### src/rtl/ct_butterfly_stage.sv
// ============================================================================
//  Module      : ct_butterfly_stage
//  Description : Modular Cooley-Tukey add/sub stage. Takes u and the reduced
//                product p, emits x = (u+p) mod q and y = (u-p) mod q through
//                a 2-stage valid/ready pipeline, and frames each NTT pass of
//                BFLY_COUNT butterflies with a pass_done pulse.
//  Revision    : 1.0 - initial release
// ============================================================================
`default_nettype none

`ifndef D_width
`define D_width 8
`endif

module ct_butterfly_stage #(
  parameter int DATA_WIDTH = `D_width,
  parameter int BFLY_COUNT = 16,
  parameter int CNT_WIDTH  = (BFLY_COUNT > 1) ? $clog2(BFLY_COUNT) : 1
) (
  input  logic                  clk,
  input  logic                  rst,        // asynchronous, active low
  input  logic                  start,
  input  logic [DATA_WIDTH-1:0] modulus,
  input  logic                  in_valid,
  output logic                  in_ready,
  input  logic [DATA_WIDTH-1:0] u,
  input  logic [DATA_WIDTH-1:0] p,
  output logic                  out_valid,
  input  logic                  out_ready,
  output logic [DATA_WIDTH-1:0] x,
  output logic [DATA_WIDTH-1:0] y,
  output logic [CNT_WIDTH-1:0]  bfly_idx,
  output logic                  pass_done
);

  localparam logic [CNT_WIDTH-1:0] c_last_idx = CNT_WIDTH'(BFLY_COUNT - 1);

  typedef enum logic [1:0] {
    S_IDLE  = 2'd0,
    S_RUN   = 2'd1,
    S_DRAIN = 2'd2,
    S_DONE  = 2'd3
  } state_t;

  state_t                r_state;
  state_t                w_state_nxt;
  logic                  w_start_ok;

  logic [DATA_WIDTH-1:0] r_q;
  logic [CNT_WIDTH-1:0]  r_in_cnt;
  logic [CNT_WIDTH-1:0]  r_out_cnt;

  logic                  r_s1_valid;
  logic [DATA_WIDTH:0]   r_s1_sum;
  logic [DATA_WIDTH:0]   r_s1_dif;

  logic                  r_s2_valid;
  logic [DATA_WIDTH-1:0] r_x;
  logic [DATA_WIDTH-1:0] r_y;
  logic                  r_pass_done;

  logic                  w_s2_adv;
  logic                  w_s1_adv;
  logic                  w_in_hs;
  logic                  w_out_hs;
  logic [DATA_WIDTH-1:0] w_x_nxt;
  logic [DATA_WIDTH-1:0] w_y_nxt;

  // Pipeline advance: a stage may load when it is empty or its content leaves.
  assign w_s2_adv  = !r_s2_valid || out_ready;
  assign w_s1_adv  = !r_s1_valid || w_s2_adv;
  assign in_ready  = (r_state == S_RUN) && w_s1_adv;
  assign w_in_hs   = in_valid && in_ready;
  assign w_out_hs  = r_s2_valid && out_ready;

  assign out_valid = r_s2_valid;
  assign x         = r_x;
  assign y         = r_y;
  // The output counter only moves on an output handshake, so it names the
  // butterfly sitting in stage 2 and stays stable during a stall.
  assign bfly_idx  = r_out_cnt;
  assign pass_done = r_pass_done;

  // Final conditional correction; truncated arithmetic gives the right low bits.
  assign w_x_nxt = (r_s1_sum >= {1'b0, r_q}) ? (r_s1_sum[DATA_WIDTH-1:0] - r_q)
                                             : r_s1_sum[DATA_WIDTH-1:0];
  assign w_y_nxt = r_s1_dif[DATA_WIDTH] ? (r_s1_dif[DATA_WIDTH-1:0] + r_q)
                                        : r_s1_dif[DATA_WIDTH-1:0];

  // Pass-framing FSM next-state logic.
  always_comb begin
    w_state_nxt = r_state;
    w_start_ok  = 1'b0;
    case (r_state)
      S_IDLE: begin
        if (start) begin
          w_start_ok  = 1'b1;
          w_state_nxt = S_RUN;
        end
      end
      S_RUN: begin
        if (w_in_hs && (r_in_cnt == c_last_idx)) begin
          w_state_nxt = S_DRAIN;
        end
      end
      S_DRAIN: begin
        if (w_out_hs && (r_out_cnt == c_last_idx)) begin
          w_state_nxt = S_DONE;
        end
      end
      S_DONE:  w_state_nxt = S_IDLE;
      default: w_state_nxt = S_IDLE;
    endcase
  end

  // State register; pass_done is registered so it is high exactly in DONE.
  always_ff @(posedge clk or negedge rst) begin
    if (!rst) begin
      r_state     <= S_IDLE;
      r_pass_done <= 1'b0;
    end else begin
      r_state     <= w_state_nxt;
      r_pass_done <= (w_state_nxt == S_DONE);
    end
  end

  // Modulus latch and butterfly counters, re-armed by an accepted start.
  always_ff @(posedge clk or negedge rst) begin
    if (!rst) begin
      r_q       <= '0;
      r_in_cnt  <= '0;
      r_out_cnt <= '0;
    end else if (w_start_ok) begin
      r_q       <= modulus;
      r_in_cnt  <= '0;
      r_out_cnt <= '0;
    end else begin
      if (w_in_hs) begin
        r_in_cnt <= (r_in_cnt == c_last_idx) ? '0 : r_in_cnt + 1'b1;
      end
      if (w_out_hs) begin
        r_out_cnt <= (r_out_cnt == c_last_idx) ? '0 : r_out_cnt + 1'b1;
      end
    end
  end

  // Stage 1: raw sum and signed difference, one bit wider than the operands.
  always_ff @(posedge clk or negedge rst) begin
    if (!rst) begin
      r_s1_valid <= 1'b0;
      r_s1_sum   <= '0;
      r_s1_dif   <= '0;
    end else if (w_s1_adv) begin
      r_s1_valid <= w_in_hs;
      if (w_in_hs) begin
        r_s1_sum <= {1'b0, u} + {1'b0, p};
        r_s1_dif <= {1'b0, u} - {1'b0, p};
      end
    end
  end

  // Stage 2: modular correction into the output registers.
  always_ff @(posedge clk or negedge rst) begin
    if (!rst) begin
      r_s2_valid <= 1'b0;
      r_x        <= '0;
      r_y        <= '0;
    end else if (w_s2_adv) begin
      r_s2_valid <= r_s1_valid;
      if (r_s1_valid) begin
        r_x <= w_x_nxt;
        r_y <= w_y_nxt;
      end
    end
  end

endmodule

`default_nettype wire

### config.mk
export PLATFORM = sky130hd
export DESIGN_NAME = ct_butterfly_stage
export DESIGN_NICKNAME = d
export VERILOG_FILES = /design/src/rtl/ct_butterfly_stage.sv
export SDC_FILE = /design/constraint.sdc
export NUM_CORES = 1
export LEC_CHECK = 0
export BUFFER_PORTS_ARGS = -buffer_cell sky130_fd_sc_hd__buf_2
export CORE_MARGIN = 2
export CORE_UTILIZATION = 45
export DETAILED_ROUTE_END_ITERATION = 12
export PLACE_DENSITY = 0.69
export REMOVE_ABC_BUFFERS = 1
export SETUP_SLACK_MARGIN = 0.1
export SLEW_MARGIN = 10
export SYNTH_ARGS = -nofsm -noshare
export SYNTH_HDL_FRONTEND = slang
export SYNTH_SLANG_ARGS = --single-unit
### constraint.sdc
create_clock -name clk -period 6.6 [get_ports clk]
set_clock_uncertainty 0.1 [all_clocks]
set_input_delay 1.32 -clock clk [delete_from_list [all_inputs] [get_ports clk]]
set_output_delay 1.32 -clock clk [all_outputs]
set_load 0.01 [all_outputs]
==> key figures <==
Worst setup path
  – CP most frequent cell: buf_2
  – Crit Path Max Fanout: 5
  – Critical-path cell list: buf_2, nand2b_1, o211a_1, buf_2
  – Critical Path RT: between 5000 and 6000 ps
  – Crit path DAT: between 2000 and 2500 ps
  – Max stage delay on crit path: approximately 270 ps
  – Crit path launch type: input port
  – Slowest CP cell: o211a_1
  – Critical path endpoint category: primary output
  – R2R Setup Slk: roughly 3800 ps
  – Critical path class: in2out

Clock network
  – Later-pin clock latency in the skew report: 300 ps
  – H-tree levels: 2
  – Cts bufs inserted: 5
  – PostCTS Resize Cnt: 0
  – Clock slew at reported path FFs: around 90 ps
  – Post-CTS Hold Fix Bufs: 0
  – CTS Root Cell: clkbuf_8
  – CTS tree: yes
  – Sink Count: between 50 and 60
  – Clock buffer depth: 2
  – Postcts setup bufs: 0

Final layout
  – Filler Cells Inserted: 728
  – Final instance area: 4000 um^2
  – Highest-count cells in the layout ignoring fill and taps: dfrtp_1 (54), buf_2 (51), nand2_1 (47)
  – Diode count: 0
  – Commonest non-fill, non-tap cell in the layout: dfrtp_1
  – Nets@finish: 502
  – P&R area growth vs syn: 14.0%
  – Reg area: 1350 um^2
  – Multi-input gate area: 2000 um^2
  – Layout Utilization: between 50% and 60%
  – Share of cells above drive strength 1: between 10% and 20%

Global routing
  – Largest net degree at the start of global routing: 55
  – GRT Util Overall: between 10% and 20%
  – First-pass GRT wire length: ~12 mm
  – Initial antenna violation count: 0
  – Gr ovfl total: 0
  – Vias in the first global route: 2692

Min path
  – HP Class: reg2reg

Die
  – Initial Utilization: a little under half
  – Vert. Die Dim: around 92 um
  – Die area: approximately 8500 um^2
  – I/O pin total: 52
  – Total core area: roughly 7600 um^2
  – Die Width: a little over 90 um
  – Cell Rows: 32

Power and ir drop
  – Internal: 1.07 mW
  – Sw frac: between 40% and 50%
  – VDD IR max: around 0.15 mV
  – Pwr/cell area: roughly 450 nW/um^2
  – Combinational power share: between 50 and 60%
  – Net Sw Power: 0.736 mW
  – Total Power: ~1.8 mW
  – Clock power share: 14.8%
  – P_leak: around 1.9 nW
  – Sequential fraction of design power: roughly a third

Place
  – Post-detail-place hpwl: 5.53 mm
  – DP Area: between 3000 and 4000 um^2
  – IO Port Bufs: approximately 50
  – Gpl congestion: around 0.9

STA
  – RSZ-0062 raised after global routing: no
  – Final setup violation count: 0
  – Final Hold Fails: 0
  – Fmax: 285 MHz
  – Slew headroom: about 43%
  – Setup TNS: 0 ps
  – Max-slew violations: 0
  – Clock period minus worst slack: 3510 ps
  – Worst slew pin tran: roughly 860 ps
  – Hold_ws: ~380 ps
  – Final worst path period share: about 53%

Synth
  – Largest family of logic cells by synthesized area: compound AO/OA/AOI/OAI gates
  – Adder-cell share of the synthesized area: 14.0%
  – FFs w/ async S/R, synth: 100%
  – Post-synthesis simple-gate area fraction: between 15 and 20%
  – Syn avg cell area: roughly 9 um^2
  – Synth Flop Type: dfrtp_1
  – Mapped cell area: roughly 3500 um^2
  – Synthesized instance count: about 390
  – Compound-Gate Fraction of Synth Area: a little under a fifth
  – Post-Synth XOR/XNOR Area: around 5%
  – Flop and latch count out of synthesis: 54
  – Mux contribution to synthesized area: around 3.8%
  – Synth cell types: 47
  – EDFF count, synth: 0
  – Yosys warns: 0
  – Seq/Total Area, Yosys: 38.5%

Detailed routing
  – Pre-antenna DRT Iters: 4
  – DRC Markers: 0
  – Iteration-0 DRC Markers: ~150
  – DRT Wirelength: approximately 7 mm
  – Via count of the routed design: ~2800
  – Vias/cell: 5.15
  – Antenna viol nets, final: 0
  – Wire per inst: around 13 um

Run status
  – Status: complete, no violations

Job
  – Max cap viols: 0
-- power by group through the flow --
stage	Combinational (mW)	Clock, mW	Sequential, mW
6_report	0.955	0.266	0.581
5_1_grt	1.08	0.287	0.604
4_1_cts	0.963	0.275	0.582
3_5_place_dp	0.953	0	0.590
3_3_place_gp	0.925	0	0.583
2_1_floorplan	0.703	0	0.590
-- flip-flops by register name (all words and copies together), names as in the netlist --
signal / flops
r_s1_valid: 1
x: 8
out_valid: 1
bfly_idx: 4
r_s1_dif: 8
r_in_cnt: 4
r_s1_sum: 9
y: 8
pass_done: 1
r_q: 8
r_state: 2
-- per-stage QoR --
step	cells	setup slack, ps
finish	539	3090
global route	539	3050
CTS	539	3090
detailed placement	531	3090
global placement	531	3100
floorplan	376	3380
-- routing by layer --
metal,routed length [um],vias up,track usage [%],part of all wire (%)
met4,117,0,6.34,1.6
met2,3440,50,29.6,48
met5,0,-,0,0
li1,-,1429,-,-
met3,250,8,1.71,3.5
met1,3290,1288,23.3,46
-- worst max-delay path: cells and delay by family --
family                 cells  cell delay [ps]
AO/OA/AOI/OAI              1              270
buffers and inverters      2              260
AND/OR/NAND/NOR            1              230
-- cell type report --
type | instances | share of cell area (%)
clock buffers | 6 | 2.06
clock inverters | 2 | 1.50
inverters | 29 | 2.72
multi-input cells | 293 | 50.0
flip-flops and latches | 54 | 33.8
well taps | 102 | 3.19
repair buffers | 53 | 6.75
-- cells by family (layout without fill, tap and decap cells) --
logic type | after synthesis | in the layout
AOI/OAI and AO/OA | 106 | 106
DFF | 54 | 54
muxes | 13 | 13
adders and majority gates | 37 | 37
buffers and inverters | 41 | 90
xor gates and xnor gates | 20 | 20
and+or+nand+nor | 117 | 117
-- path summary, 6_finish.rpt --
kind / from / endpoint / cells after the start
setup / recovery: out_ready / in_ready / 4
hold / removal: y[1] / y[1] / 2
setup reg to reg: r_s1_sum[0] / x[4] / 8
hold reg to reg: y[1] / y[1] / 2
max in group asynchronous: rst / r_state[0] / 2
min in group asynchronous: rst / y[5] / 2
-- Yosys cell counts, types with 2 or more instances --
library cell,n,area (um^2)
o21ai_1,32,160
a21oi_1,27,135
dfrtp_1,54,1350
and2_1,3,18.8
fa_1,4,80.1
nand2_1,47,176
nor3_1,8,40.0
xnor2_1,13,114
nand2b_1,5,31.3
a211o_1,3,26.3
o21ai_0,13,65.1
clkbuf_1,9,33.8
a21o_1,3,22.5
mux2_1,2,22.5
a31oi_1,4,25.0
and3_1,2,12.5
nand3_1,6,30.0
o21a_1,7,52.6
mux2i_1,10,100
o31ai_1,3,22.5
ha_1,33,413
nor3b_1,4,30.0
nor2b_1,8,50.1
xor2_1,7,61.3
o21bai_1,4,30.0
nor2_1,24,90.1
inv_1,29,109
or3_1,5,31.3
No activity file was read; power rests on OpenSTA's default activity.
